File: src/rtl/multicycle_controller.sv
// Multicycle RISC-V main controller: Moore FSM sequencing fetch, decode and
// per-class execute/writeback states, plus combinational immediate-format decode.
module multicycle_controller (
    input  logic       clk,
    input  logic       reset,
    input  logic [6:0] opcode,
    input  logic       zero,
    output logic       pc_write,
    output logic       adr_src,
    output logic       mem_write,
    output logic       ir_write,
    output logic [1:0] result_src,
    output logic [1:0] alu_src_a,
    output logic [1:0] alu_src_b,
    output logic [1:0] alu_op,
    output logic [1:0] imm_src,
    output logic       reg_write,
    output logic       instr_done,
    output logic       illegal_op,
    output logic [3:0] state
);

    localparam logic [3:0] FETCH    = 4'd0;
    localparam logic [3:0] DECODE   = 4'd1;
    localparam logic [3:0] MEMADR   = 4'd2;
    localparam logic [3:0] MEMREAD  = 4'd3;
    localparam logic [3:0] MEMWB    = 4'd4;
    localparam logic [3:0] MEMWRITE = 4'd5;
    localparam logic [3:0] EXECUTER = 4'd6;
    localparam logic [3:0] EXECUTEI = 4'd7;
    localparam logic [3:0] ALUWB    = 4'd8;
    localparam logic [3:0] BEQ      = 4'd9;
    localparam logic [3:0] JAL      = 4'd10;

    localparam logic [6:0] OP_LW  = 7'b0000011;
    localparam logic [6:0] OP_SW  = 7'b0100011;
    localparam logic [6:0] OP_R   = 7'b0110011;
    localparam logic [6:0] OP_I   = 7'b0010011;
    localparam logic [6:0] OP_BEQ = 7'b1100011;
    localparam logic [6:0] OP_JAL = 7'b1101111;

    logic [3:0] state_q, state_d;
    logic       op_supported;

    always_ff @(posedge clk or posedge reset) begin
        if (reset) begin
            state_q <= FETCH;
        end else begin
            state_q <= state_d;
        end
    end

    assign state = state_q;

    always_comb begin
        op_supported = (opcode == OP_LW) || (opcode == OP_SW) || (opcode == OP_R) ||
                       (opcode == OP_I) || (opcode == OP_BEQ) || (opcode == OP_JAL);
    end

    always_comb begin
        state_d = FETCH;
        case (state_q)
            FETCH:  state_d = DECODE;
            DECODE: begin
                case (opcode)
                    OP_LW, OP_SW: state_d = MEMADR;
                    OP_R:         state_d = EXECUTER;
                    OP_I:         state_d = EXECUTEI;
                    OP_BEQ:       state_d = BEQ;
                    OP_JAL:       state_d = JAL;
                    default:      state_d = FETCH;
                endcase
            end
            MEMADR:   state_d = (opcode == OP_SW) ? MEMWRITE : MEMREAD;
            MEMREAD:  state_d = MEMWB;
            EXECUTER: state_d = ALUWB;
            EXECUTEI: state_d = ALUWB;
            JAL:      state_d = ALUWB;
            default:  state_d = FETCH;
        endcase
    end

    always_comb begin
        case (opcode)
            OP_SW:   imm_src = 2'b01;
            OP_BEQ:  imm_src = 2'b10;
            OP_JAL:  imm_src = 2'b11;
            default: imm_src = 2'b00;
        endcase
    end

    always_comb begin
        pc_write   = 1'b0;
        adr_src    = 1'b0;
        mem_write  = 1'b0;
        ir_write   = 1'b0;
        result_src = 2'b00;
        alu_src_a  = 2'b00;
        alu_src_b  = 2'b00;
        alu_op     = 2'b00;
        reg_write  = 1'b0;
        instr_done = 1'b0;
        illegal_op = 1'b0;
        case (state_q)
            FETCH: begin
                // Enables held off while reset is high so no fetch commits early.
                ir_write   = ~reset;
                pc_write   = ~reset;
                alu_src_b  = 2'b10;
                result_src = 2'b10;
            end
            DECODE: begin
                alu_src_a  = 2'b01;
                alu_src_b  = 2'b01;
                illegal_op = ~op_supported;
            end
            MEMADR: begin
                alu_src_a = 2'b10;
                alu_src_b = 2'b01;
            end
            MEMREAD: begin
                adr_src = 1'b1;
            end
            MEMWB: begin
                result_src = 2'b01;
                reg_write  = 1'b1;
                instr_done = 1'b1;
            end
            MEMWRITE: begin
                adr_src    = 1'b1;
                mem_write  = 1'b1;
                instr_done = 1'b1;
            end
            EXECUTER: begin
                alu_src_a = 2'b10;
                alu_op    = 2'b10;
            end
            EXECUTEI: begin
                alu_src_a = 2'b10;
                alu_src_b = 2'b01;
                alu_op    = 2'b10;
            end
            ALUWB: begin
                reg_write  = 1'b1;
                instr_done = 1'b1;
            end
            BEQ: begin
                alu_src_a  = 2'b10;
                alu_op     = 2'b01;
                pc_write   = zero;
                instr_done = 1'b1;
            end
            JAL: begin
                alu_src_a = 2'b01;
                alu_src_b = 2'b10;
                pc_write  = 1'b1;
            end
            default: ;
        endcase
    end

endmodule
File: config.mk
export PLATFORM = sky130hd
export DESIGN_NAME = multicycle_controller
export DESIGN_NICKNAME = d
export VERILOG_FILES = /design/src/rtl/multicycle_controller.sv
export SDC_FILE = /design/constraint.sdc
export NUM_CORES = 1
export LEC_CHECK = 0
export ABC_AREA = 1
export ABC_CLOCK_PERIOD_IN_PS = 2050
export BUFFER_PORTS_ARGS = -buffer_cell sky130_fd_sc_hd__buf_4
export CORE_AREA = 5 5 42 44
export CTS_CLUSTER_SIZE = 20
export DETAILED_ROUTE_END_ITERATION = 10
export DIE_AREA = 0 0 47 49
export PLACE_DENSITY_LB_ADDON = 0.08
export RECOVER_POWER = 100
export SETUP_SLACK_MARGIN = 0.05
export SLEW_MARGIN = 40
export SYNTH_ARGS = -nofsm -noshare
export SYNTH_HDL_FRONTEND = slang
export SYNTH_SLANG_ARGS = --single-unit
File: constraint.sdc
create_clock -name clk -period 2.05 [get_ports clk]
set_clock_uncertainty 0.2 [all_clocks]
set_input_delay 0.205 -clock clk [delete_from_list [all_inputs] [get_ports clk]]
set_output_delay 0.205 -clock clk [all_outputs]
set_load 0.01 [all_outputs]
# Word-level counts from Yosys, hierarchy flattened
# Index checks and enable logic that the tools add are counted.
# totals
in_bits	10
memories	0
output_inout_bits	21
mem_bits_ro	0
ramBits	0
register_bits	4
latch_bits	0
# classes
shift	0
eq_ne	16
n_mux	15
addsub	0
multipliers	0
magnitude_cmp	0
n_bitwise	2
div_mod_pow	0
reduce_logical	16
# op_table
operator	count
4-bit case mux with 5 select lines	2
4-bit by 3-bit == test with 1-bit output (second input constant)	4
2-bit case mux with 2 select lines	4
7-bit by 6-bit == test with 1-bit output (second input constant)	2
7-bit == test (second input constant)	2
4-bit == test (second input constant)	3
2-bit OR reduction	6
4-bit by 2-bit == test with 1-bit output (second input constant)	2
4-bit OR reduction	2
7-bit by 2-bit == test with 1-bit output (second input constant)	1
7-bit by 5-bit == test with 1-bit output (second input constant)	1
1-bit 2-to-1 mux	6
2-bit case mux with 3 select lines	1
3-bit OR reduction	2
1-bit logical OR	5
4-bit by 1-bit == test with 1-bit output (second input constant)	1
4-bit zero test	1
3-bit 2-to-1 mux	1
1-bit case mux with 3 select lines	1
1-bit NOT	2

# Logic depth before layout (Yosys ltp)
# depth
word_depth	8
depth_mapped	7

# Worst setup path after synthesis
# OpenSTA, ideal clock, no wires.
# synth_timing
kind	register -> output
start	register state_q[2] (netlist: state[2])
end	output port pc_write
arrival_time_ns	1.028
path_stages_with_launch	6
n_path_buf	0
path_slack_ns	0.617
cell_sequence	dfrtp_1 > nor2_1 > inv_2 > nor2_4 > nand2_1 > nand3_1
# synth_between
elab_chain_cells	2
# synth_rtl
item	line_no	rtl
start, declared	42	logic [3:0] state_q, state_d;
start signal, assigned	49	state_q <= state_d;
4-bit == test / 4-bit zero test (equally long branches)	104	case (state_q)
1-bit case mux with 3 select lines (*)	104	
end, declared	8	output logic pc_write,
# Every way passes the cells marked *; elsewhere a longest branch is shown, timed or not.

# Worst setup path after layout
# layout_timing
start	register state_q[2] (netlist: state[2])
end	output port illegal_op
# layout_between
elab_chain_cells	2
# layout_rtl
item	line_no	rtl
4-bit by 1-bit == test with 1-bit output	104	
1-bit 2-to-1 mux	104	
end, declared	19	output logic illegal_op,
# No other way between the ends.

==> impl_metrics.json <==
{
  "layout.nets": 122,
  "netlist_top_cells_count": "nand2_1 (19), inv_1 (8), inv_2 (8), nand3_1 (8), nor2_1 (7)",
  "seq_power_share_pct": 19.7,
  "ctsRootBufferMaster": "clkbuf_4",
  "drtIter0Drc": 24,
  "max_freq_mhz": 554,
  "cts-buffers-inserted": 3,
  "clock_latency_ns": 0.23,
  "ios": 31,
  "hold_start": "opcode[4]",
  "p_int_w": 0.000322,
  "slew_headroom_pct": 78.7,
  "tightest_slew_ns": 0.319,
  "clkPwrFrac_pct": 16.0,
  "pwr-share-comb_pct": 64.3,
  "timing.hold.ws_ns": 0.0360,
  "cap_violations": 0,
  "die_x_um": 47,
  "largest_reg_flops": 4,
  "worstPathArrival_ns": 1.40,
  "slew_violations": 0,
  "drt_wl_total_mm": 1.32,
  "grt_usage_pct": 13.0,
  "seq_area_frac_synth_pct": 20.8,
  "startpoint": "state[2]$_DFF_PP0_",
  "drc": 0,
  "synth_top_area_cell": "dfrtp_1",
  "start_util_pct": 34.4,
  "yosysMostFrequentCell": "nand2_1",
  "critPathCaptureType": "primary output",
  "synth_edf_count": 0,
  "synthToLayoutAreaGrowth_pct": 46.5,
  "via_per_inst": 4.62,
  "hold_violations": 0,
  "numPortBuffers": 30,
  "synth_cell_types": 17,
  "status": "completed",
  "min_period_ns": 1.80,
  "rows": 14,
  "worstHoldPathType": "input port to flop",
  "syn-num-nets": 86,
  "hpwl_mm": 1.14,
  "avgSynthCellArea_um2": 6.34,
  "fin_crit_sh_pct": 88.0,
  "gp_congestion": 0.802,
  "yosysWarnings": 0,
  "ys_seq_elements": 4,
  "yosys.area.top_type_share_pct": 20.8,
  "async_flop_share_pct": 100,
  "firstDrtPassIters": 4,
  "ant_nets": 0,
  "switchingPower_w": 0.000284,
  "antennaDiodeCount": 0,
  "cts_tree": "built",
  "cts_num_sinks": 4,
  "vdd_drop_max_uv": 401,
  "first_global_vias": 566,
  "rsz0062_at_grt": "no",
  "grt_pass1_wl_mm": 2.24,
  "swShare_pct": 46.9,
  "grt_max_degree": 7,
  "coreArea_mm2": 0.00140,
  "drive_gt1_share_pct": 37.3,
  "clk_pin_slew_ns": 0.04,
  "postCtsSetupBuffers": 0,
  "n_fill_cell": 154,
  "htree_levels": 1,
  "cp.required_ns": 1.64,
  "startpoint_type": "flop",
  "synth_area_leaders": "dfrtp_1 (21%), nand2_1 (15%), nor2_4 (9.4%), nand3_1 (8.3%), inv_1 (6.2%)",
  "overflow": 0,
  "setup_viol": 0,
  "antenna_found_initial": 0,
  "leakage_nw": 0.399,
  "synthCells": 76,
  "r2r_start": "state[2]$_DFF_PP0_",
  "vias": 582,
  "crit_type": "flop to primary output",
  "critPathMaxFanout": 6,
  "die_h_um": 49,
  "synth_top_flop_cell": "dfrtp_1",
  "wl_per_cell_um": 10.5,
  "power_density_mw_per_mm2": 859,
  "final.setup.tns_ns": 0,
  "cts.path.max_buffers": 2,
  "syn_area_um2": 482,
  "die_area_mm2": 0.00230
}
worst max-delay path: stages (launching register included):
cell      delay, ns
dfrtp_1        0.40
nor2_1         0.14
inv_1          0.17
nor2_8         0.15
nand2_1        0.07
nor2_1         0.08
clkbuf_1       0.15
final cells by class:
type                       count  area [um2]  share of cell area, %
sequential                     4         100                   14.2
clock buffer                   3        22.5                   3.19
multi-input combinational     56         309                   43.8
inverter                      16        60.1                   8.51
timing repair buffer          31         194                   27.5
tap                           16        20.0                   2.84
power by group through the flow:
| stage | Clock, W | Sequential (W) | Combinational (W) |
|---|---|---|---|
| 4_1_cts | 0.000101 | 0.000120 | 0.000450 |
| 5_1_grt | 0.000108 | 0.000122 | 0.000432 |
| 3_5_place_dp | 0 | 0.000120 | 0.000447 |
| 2_1_floorplan | 0 | 0.000124 | 0.000253 |
| 3_3_place_gp | 0 | 0.000120 | 0.000444 |
| 6_report | 0.0000967 | 0.000119 | 0.000390 |
logic make-up (layout without fill, tap and decap cells):
| kind of cell | after synthesis | count (layout) | synth area share, % |
|---|---|---|---|
| simple gates | 51 | 51 | 60.8 |
| buf+inv | 16 | 50 | 12.5 |
| compound gates | 5 | 5 | 5.97 |
| flops | 4 | 4 | 20.8 |
worst paths after layout:
kind                                      end  slack [ns]  depth (start not counted)
setup / recovery                   illegal_op        0.25                          6
hold / removal             state[2]$_DFF_PP0_        0.04                          3
setup reg to reg           state[2]$_DFF_PP0_        0.74                          5
hold reg to reg            state[2]$_DFF_PP0_        0.45                          3
max in group asynchronous  state[2]$_DFF_PP0_        1.26                          3
min in group asynchronous  state[1]$_DFF_PP0_        0.23                          3
layout by cell type (no fill, tap or decap), drive strengths merged:
master,count
nand2,24
buf,18
inv,16
clkbuf,15
nor2,15
nand3,10
dfrtp,4
a21oi,3
o21ai,2
or2,1
nand4,1
dlygate4sd3,1
routing by layer:
layer | vias to the layer above | part of all wire, % | global-route usage (%) | wire length, um
met5 | - | 0 | 0 | 0
met4 | 0 | 2.3 | 6.91 | 31
met3 | 5 | 7.0 | 2.21 | 93
met2 | 19 | 51 | 21.7 | 668
met1 | 253 | 40 | 14.9 | 528
li1 | 305 | - | - | -
per-stage QoR:
step	util, %	worst slack, ns	std cells	total power, W	cell area (um2)
final	50.4	0.246	126	0.000606	706
after global routing	50.4	0.112	126	0.000662	706
after CTS	54.2	0.300	126	0.000670	759
after detailed placement	51.9	0.558	122	0.000567	727
after global placement	51.9	0.534	122	0.000564	727
after floorplan	-	0.617	76	0.000376	482
what timing repair did:
item / in CTS / in global routing
hold endpoints to repair: 4 / 0
gates resized for setup: 0 / 0
hold buffers: 1 / 0
(Power assumes the default switching activity.)
